==> src/rtl/pipe_csel_adder_if.sv <==
// Operand/result handshake bundle for the pipelined carry-select adder.
// The master side produces operands and consumes results; the adder is the slave.
interface pipe_csel_adder_if #(
  parameter int WIDTH = 32
);
  logic             in_valid;
  logic             in_ready;
  logic [WIDTH-1:0] A;
  logic [WIDTH-1:0] B;
  logic             c_in;
  logic             sub;
  logic             out_valid;
  logic             out_ready;
  logic [WIDTH-1:0] X;
  logic             c_out;
  logic             ovf;

  modport master (
    output in_valid, A, B, c_in, sub, out_ready,
    input  in_ready, out_valid, X, c_out, ovf
  );

  modport slave (
    input  in_valid, A, B, c_in, sub, out_ready,
    output in_ready, out_valid, X, c_out, ovf
  );
endinterface

==> src/rtl/pipe_csel_adder.sv <==
// Pipelined carry-select adder/subtractor: one SEG_W-bit segment resolved per stage,
// with a single global enable so a stalled output freezes the whole pipe.
module pipe_csel_adder #(
  parameter int WIDTH = 32,
  parameter int SEG_W = 8
) (
  input  logic              clk,
  input  logic              rst,
  pipe_csel_adder_if.slave  bus
);

  localparam int NSEG = WIDTH / SEG_W;

  logic en;

  assign en           = !bus.out_valid || bus.out_ready;
  assign bus.in_ready = en;

  for (genvar k = 0; k < NSEG; k++) begin : g_stage
    // Operand bits not yet resolved when entering stage k, and result bits resolved after it.
    localparam int IN_W = WIDTH - k * SEG_W;
    localparam int LO_W = (k + 1) * SEG_W;

    logic [IN_W-1:0]  a_in;
    logic [IN_W-1:0]  b_in;
    logic             cin;
    logic             v_in;
    logic [SEG_W-1:0] a_seg;
    logic [SEG_W-1:0] b_seg;
    logic [SEG_W:0]   sum0;
    logic [SEG_W:0]   sum1;
    logic [SEG_W:0]   sel;
    logic [LO_W-1:0]  r_next;
    logic [LO_W-1:0]  r_q;
    logic             carry_q;
    logic             valid_q;

    if (k == 0) begin : g_head
      assign a_in   = bus.A;
      assign b_in   = bus.sub ? ~bus.B : bus.B;
      assign cin    = bus.sub | bus.c_in;
      assign v_in   = bus.in_valid;
      assign r_next = sel[SEG_W-1:0];
    end else begin : g_body
      assign a_in   = g_stage[k-1].g_fwd.a_q;
      assign b_in   = g_stage[k-1].g_fwd.b_q;
      assign cin    = g_stage[k-1].carry_q;
      assign v_in   = g_stage[k-1].valid_q;
      assign r_next = {sel[SEG_W-1:0], g_stage[k-1].r_q};
    end

    // Both carry hypotheses are formed up front; the registered carry only drives the mux.
    assign a_seg = a_in[SEG_W-1:0];
    assign b_seg = b_in[SEG_W-1:0];
    assign sum0  = {1'b0, a_seg} + {1'b0, b_seg};
    assign sum1  = {1'b0, a_seg} + {1'b0, b_seg} + (SEG_W+1)'(1);
    assign sel   = cin ? sum1 : sum0;

    always_ff @(posedge clk) begin
      if (rst) begin
        valid_q <= 1'b0;
        carry_q <= 1'b0;
        r_q     <= '0;
      end else if (en) begin
        valid_q <= v_in;
        carry_q <= sel[SEG_W];
        r_q     <= r_next;
      end
    end

    if (k < NSEG - 1) begin : g_fwd
      logic [IN_W-SEG_W-1:0] a_q;
      logic [IN_W-SEG_W-1:0] b_q;

      always_ff @(posedge clk) begin
        if (rst) begin
          a_q <= '0;
          b_q <= '0;
        end else if (en) begin
          a_q <= a_in[IN_W-1:SEG_W];
          b_q <= b_in[IN_W-1:SEG_W];
        end
      end
    end else begin : g_tail
      logic ovf_q;
      logic c_msb;

      // Carry into the MSB is recovered from the MSB sum bit and its two operand bits.
      assign c_msb = a_seg[SEG_W-1] ^ b_seg[SEG_W-1] ^ sel[SEG_W-1];

      always_ff @(posedge clk) begin
        if (rst) begin
          ovf_q <= 1'b0;
        end else if (en) begin
          ovf_q <= c_msb ^ sel[SEG_W];
        end
      end
    end
  end

  assign bus.out_valid = g_stage[NSEG-1].valid_q;
  assign bus.X         = g_stage[NSEG-1].r_q;
  assign bus.c_out     = g_stage[NSEG-1].carry_q;
  assign bus.ovf       = g_stage[NSEG-1].g_tail.ovf_q;

endmodule
==> src/flat_wrapper.sv <==
// flat-port wrapper written by rule: the top's interface ports become plain ports
module pipe_csel_adder_flat 
#(
  parameter int WIDTH = 32,
  parameter int SEG_W = 8
)
  (clk, rst, bus_in_valid, bus_A, bus_B, bus_c_in, bus_sub, bus_out_ready, bus_in_ready, bus_out_valid, bus_X, bus_c_out, bus_ovf);
  pipe_csel_adder_if #(.WIDTH(WIDTH)) bus_i ();
  input  logic clk;
  input  logic rst;
  input wire logic [$bits(bus_i.in_valid)-1:0] bus_in_valid;
  input wire logic [$bits(bus_i.A)-1:0] bus_A;
  input wire logic [$bits(bus_i.B)-1:0] bus_B;
  input wire logic [$bits(bus_i.c_in)-1:0] bus_c_in;
  input wire logic [$bits(bus_i.sub)-1:0] bus_sub;
  input wire logic [$bits(bus_i.out_ready)-1:0] bus_out_ready;
  output wire logic [$bits(bus_i.in_ready)-1:0] bus_in_ready;
  output wire logic [$bits(bus_i.out_valid)-1:0] bus_out_valid;
  output wire logic [$bits(bus_i.X)-1:0] bus_X;
  output wire logic [$bits(bus_i.c_out)-1:0] bus_c_out;
  output wire logic [$bits(bus_i.ovf)-1:0] bus_ovf;
  assign bus_i.in_valid = bus_in_valid;
  assign bus_i.A = bus_A;
  assign bus_i.B = bus_B;
  assign bus_i.c_in = bus_c_in;
  assign bus_i.sub = bus_sub;
  assign bus_i.out_ready = bus_out_ready;
  assign bus_in_ready = bus_i.in_ready;
  assign bus_out_valid = bus_i.out_valid;
  assign bus_X = bus_i.X;
  assign bus_c_out = bus_i.c_out;
  assign bus_ovf = bus_i.ovf;
  pipe_csel_adder #(.WIDTH(WIDTH), .SEG_W(SEG_W)) u_core (.clk(clk), .rst(rst), .bus(bus_i));
endmodule
==> config.mk <==
export PLATFORM = sky130hd
export DESIGN_NAME = pipe_csel_adder_flat
export DESIGN_NICKNAME = d
export VERILOG_FILES = /design/src/rtl/pipe_csel_adder_if.sv /design/src/rtl/pipe_csel_adder.sv /design/src/flat_wrapper.sv
export SDC_FILE = /design/constraint.sdc
export NUM_CORES = 1
export LEC_CHECK = 0
export ABC_CLOCK_PERIOD_IN_PS = 6100
export BUFFER_PORTS_ARGS = -buffer_cell sky130_fd_sc_hd__buf_2
export CORE_MARGIN = 3
export CORE_UTILIZATION = 60
export CTS_CLUSTER_DIAMETER = 200
export DETAILED_ROUTE_END_ITERATION = 6
export PLACE_DENSITY_LB_ADDON = 0.25
export REMOVE_ABC_BUFFERS = 1
export SYNTH_ARGS = -nofsm -noshare
export SYNTH_HDL_FRONTEND = slang
export SYNTH_SLANG_ARGS = --single-unit
==> constraint.sdc <==
create_clock -name clk -period 6.1 [get_ports clk]
set_input_delay 1.525 -clock clk [delete_from_list [all_inputs] [get_ports clk]]
set_output_delay 1.525 -clock clk [all_outputs]
set_load 0.02 [all_outputs]
**After elaboration in Yosys (flattened, before gate mapping)**

Cells that the tools add are included.

- Add/sub/neg operators: 8
- Reductions and logical operators: 2
- Mux-type cells: 5
- Bitwise logic cells: 5

Operators with widths:

| kind | count |
|---|---|
| $add 8x8->9 | 4 |
| $add 9x1->9 const B | 4 |
| $mux 9 | 4 |
| $mux 32 | 1 |
| $not 32->32 | 1 |
| $xor 1x1->1 | 3 |
| $logic_not 1->1 | 1 |
| $logic_or 1x1->1 | 1 |
| $or 1x1->1 | 1 |

- Output and inout port bits: 36
- Input bits: 70
- Register bits: 185

**Logic depth before layout (Yosys ltp)**

- Depth after elaboration: 5
- Gate-level depth with buffers: 15
- Gate-level depth less buffers: 13

**Worst setup path after synthesis**

OpenSTA, ideal clock, no wires.

- Path type: input-to-reg
- From: input bus_sub
- To: register u_core.g_stage[0].r_q[7]
- Required time: 6.014 ns
- Slack: 1.783 ns
- Data arrival time: 4.232 ns
- Cell stages on the path: 12
- Buffers on the path: 2
- Library setup time: 0.086 ns
- Cells stage by stage: clkbuf_1 clkbuf_1 xor2_1 ha_1 inv_1 fa_1 xor2_1 nor4b_1 and3_1 nand3_1 xor2_1 a211oi_1

- Cells in the longest elaborated chain, start to end: 4
- Elaborated cells on any way between the ends: 5
- Those cells by class: 2 x add/sub; 2 x mux; 1 x bitwise

Ends and longest elaborated chain:

| what | line | RTL |
|---|---|---|
| from (decl) | flat_wrapper.sv:15 | `input wire logic [$bits(bus_i.sub)-1:0] bus_sub;` |
| $mux 32 | pipe_csel_adder.sv:40 | `assign b_in = bus.sub ? ~bus.B : bus.B;` |
| $add 8x8->9 | pipe_csel_adder.sv:55, pipe_csel_adder.sv:56 |  |
| $add 9x1->9 | pipe_csel_adder.sv:56 | `assign sum1 = {1'b0, a_seg} + {1'b0, b_seg} + (SEG_W+1)'(1);` |
| $mux 9 * | pipe_csel_adder.sv:57 | `assign sel = cin ? sum1 : sum0;` |
| to (signal assigned) | pipe_csel_adder.sv:67 | `r_q <= r_next;` |
| to (decl) | pipe_csel_adder.sv:34 | `logic [LO_W-1:0] r_q;` |

Mark *: on every way between the ends. The rest lies on a longest branch, timed or not.
A chain may end at the register's enable or synchronous reset.

**Worst setup path after layout**

- From: input bus_out_ready
- To: output bus_in_ready

- Cells in the longest elaborated chain, start to end: 1

Ends and longest elaborated chain:

| what | line | RTL |
|---|---|---|
| from (decl) | flat_wrapper.sv:16 | `input wire logic [$bits(bus_i.out_ready)-1:0] bus_out_ready;` |
| $logic_or 1x1->1 | pipe_csel_adder.sv:16 | `assign en = !bus.out_valid \|\| bus.out_ready;` |
| to (decl) | flat_wrapper.sv:17 | `output wire logic [$bits(bus_i.in_ready)-1:0] bus_in_ready;` |

No other way between the ends.

==> summary.md <==
| Metric | Value |
|---|---|
| Area of the die | 0.0155 mm² |
| Maximum frequency from static timing analysis | 0.265 GHz |
| Switching power | 691 µW |
| Die height | 125 µm |
| Total number of nets in the final design | 1,224 |
| Sum of net half-perimeters after detailed placement | 10,600 µm |
| CP max FO | 65 |
| EDFF count, synth | 0 |
| Count of mapped cells out of synthesis | 1,047 |
| Pwr Density | 291 mW/mm² |
| Largest net degree at the start of global routing | 123 |
| Synthesis-to-layout area growth | 13.9% |
| Combinational power share | 0.127 |
| Period utilisation layout | 0.618 |
| Capturing element type of the critical path | output pin |
| Result of the run | finished, final reports clean |
| Sequential share of the synthesized area | 0.439 |
| Post-synthesis instance area | 0.00843 mm² |
| DRT Pass-1 Iters | 4 |
| Number of slew-limit violations in the final report | 0 |
| Sw frac | 0.247 |
| Share of power burned in registers | 0.479 |
| Finished layout cell area | 0.00960 mm² |
| Number of diodes | 0 |
| Synthesized area divided by synthesized cell count | 8.05 µm² |
| H-tree Lvls | 4 |
| Cell family with the largest share of critical-path delay | buffers and inverters |
| Number of sinks driven by the clock tree | 185 |
| Area of the core | 0.0135 mm² |
| GR Util All Layers | 0.213 |
| Clk pin slew, worst setup/hold paths | 0.06 ns |
| Register bit count reported by yosys | 185 |
| Design Power | 2.79 mW |
| Initial core utilization | 0.624 |
| Number of buffers added for setup after CTS | 0 |
| Vias in the first global route | 6,491 |
| Die width | 125 µm |
| Starting DRC count in detailed routing | 406 |
| Internal power | 2.10 mW |
| Placed cell areas | 0.00900 mm² |
| Overflow after GRT | 0 |
| Worst Hold Class | reg -> reg |
| CP cell instances | buf_2 > nor2b_4 > inv_6 > buf_2 |
| Combined buffer and inverter count along the critical path | 3 |
| Clock Root Buffer | clkbuf_16 |
| Unrepaired setup endpoints after global routing | false |
| Total length of routed wires | 16,200 µm |
| Remaining max-slew budget at the tightest pin | 0.392 |
| Share of layout cells above drive strength 1 | 0.139 |
| Leakage power figure | 4.04 nW |
| Num CTS Buffers | 17 |
| Number of buffers added on ports | 105 |
| Routed vias/inst | 5.28 |
| Hold buffer count at cts | 0 |
| WL/cell | 12.4 µm |
| Transition time of the tightest slew-check pin | 0.913 ns |
| Predominant post-synthesis flop cell | dfxtp_1 |
| Count of endpoints failing hold in the final timing report | 0 |
| Maxcap violations | 0 |
| DRC violations left | 0 |
| Final setup violation count | 0 |
| Cell with the largest stage delay on the worst path | inv_6 |
| Clk pwr share | 0.394 |
| DRT antenna net count | 0 |
| Worst Setup Path Type | in -> out |
| TritonCTS clock tree | done |
| Global-route wire length before repair | 28,300 µm |
| Time the final worst path needs with I/O delays and setup | 3.77 ns |
| Required arrival time at the worst endpoint | 4.58 ns |
| Worst EP arrival | 2.24 ns |
| Peak per-stage delay on the critical path | 0.31 ns |
| Unique cell type count in the Yosys netlist | 51 |
| Boundary Pins | 106 |
| Setup skew after layout | 0.00952 ns |
| Final weighted congestion in routability-driven placement | 0.791 |
| Kind of launch point of the worst setup path | input port |
| Gates resized, CTS repair | 0 |
| Maximum vdd ir drop | 0.208 mV |
| Deepest clock path buffer count | 2 |
| Async set or reset register ratio after synthesis | 0 |
| Antenna violations before repair | 0 |
| Vias after detailed routing | 6,881 |
| Cell repeated most along the worst path | buf_2 |
| Worst skew pair latency | 0.42 ns |
| Warnings, synthesis | 0 |
| Floorplan row count | 42 |
Yosys cell counts (all sizes together) (2+ instances only):
master  instances  share of area
nand2         274           0.12
dfxtp         185           0.44
a21oi         148          0.088
nor2           78          0.035
clkbuf         59          0.026
a211oi         55          0.050
xnor2          54          0.056
ha             37          0.055
xor2           23          0.025
inv            21         0.0094
o21ai          20          0.012
nand3           9         0.0053
o21a            7         0.0062
and2            6         0.0045
and3            6         0.0046
buf             6         0.0027
a21o            5         0.0046
nor2b           5         0.0037
nor3            5         0.0030
fa              4         0.0095
nand2b          4         0.0030
nand4           4         0.0030
o211ai          4         0.0036
or3             3         0.0022
a21boi          2         0.0018
mux2i           2         0.0024
nor4            2         0.0015
nor4b           2         0.0028
o21bai          2         0.0018
o311ai          2         0.0030
per-layer routing:
layer / GRT usage / share of wire
met5: 0 / 0
met4: 0.0658 / 0.0095
met3: 0.0412 / 0.038
met2: 0.378 / 0.48
met1: 0.262 / 0.47
cells by family (layout without fill, tap and decap cells):
kind of cell    Yosys count  count (layout)  synth area share
simple gates            406             406             0.199
compound gates          250             250             0.176
flops                   185             185             0.439
buf+inv                  86             165            0.0383
xor+xnor                 77              77            0.0809
fa+ha+maj                41              41            0.0644
mux                       2               2           0.00237
cells in the final DEF, fill, tap and decap left out, types with 4 or more instances in the layout:
master / netlist / layout
inv_1: 19 / 19
nand2b_1: 4 / 4
a21o_1: 4 / 4
clkbuf_8: 0 / 4
and2_1: 6 / 6
nand2_1: 274 / 274
clkbuf_16: 0 / 17
o211ai_1: 4 / 4
nor2_1: 78 / 78
fa_1: 4 / 4
o21a_1: 7 / 7
dfxtp_1: 185 / 185
o21ai_1: 7 / 7
nor2b_1: 5 / 4
buf_2: 0 / 104
ha_1: 37 / 37
buf_4: 0 / 7
nand3_1: 9 / 9
o21ai_0: 13 / 13
xnor2_1: 54 / 54
nand4_1: 4 / 4
xor2_1: 22 / 22
a21oi_1: 148 / 148
nor3_1: 5 / 5
and3_1: 5 / 5
a211oi_1: 53 / 53
metrics by stage:
step / cells / util / TNS, ns / hold slack (ns) / setup WS [ns]
floorplan: 982 / - / -798.57 / 0.426 / -5.27
global placement: 1270 / 0.667 / 0 / 0.435 / 2.05
detailed placement: 1270 / 0.667 / 0 / 0.440 / 1.95
CTS: 1302 / 0.711 / 0 / 0.449 / 2.32
global route: 1302 / 0.711 / 0 / 0.466 / 2.22
finish: 1302 / 0.711 / 0 / 0.444 / 2.33
power by group through the flow:
stage / clock network [mW] / registers (mW) / logic, mW
after global placement: 0 / 1.36 / 0.345
after global routing: 1.17 / 1.35 / 0.406
after CTS: 1.12 / 1.34 / 0.359
final: 1.10 / 1.34 / 0.355
after detailed placement: 0 / 1.36 / 0.355
after floorplan: 0 / 1.37 / 0.241
tightest hold or removal path, delay by kind of cell, from the launching register on:
family	cells	cell delay [ns]
and+or+nand+nor	1	0.05
DFF	1	0.30
AOI/OAI and AO/OA	1	0.05
final timing paths:
kind	start	endpoint	slack [ns]	cells after the start
setup reg to reg	u_core.bus.out_valid	u_core.g_stage[1].r_q[14]	3.38	6
setup / recovery	bus_out_ready	bus_in_ready	2.33	4
hold reg to reg	u_core.bus.X[17]	u_core.bus.X[17]	0.44	2
hold / removal	u_core.bus.X[17]	u_core.bus.X[17]	0.44	2
cell type report:
cell class	count	area (µm²)
Clock buffer	22	484
Clock inverter	10	115
Fill cell	1125	3900
Inverter	21	83.8
Multi-Input combinational cell	776	4410
Sequential cell	185	3700
Tap cell	176	220
Timing Repair Buffer	112	584
registers in the layout (all words and copies together), names as in the netlist:
register and flops:
u_core.g_stage.g_fwd.a_q 48, u_core.g_stage.g_fwd.b_q 48, u_core.g_stage.r_q 48, u_core.bus.X 32
u_core.g_stage.carry_q 3, u_core.g_stage.valid_q 3, u_core.bus.c_out 1, u_core.bus.out_valid 1
u_core.bus.ovf 1
No activity file was read; power rests on OpenSTA's default activity.
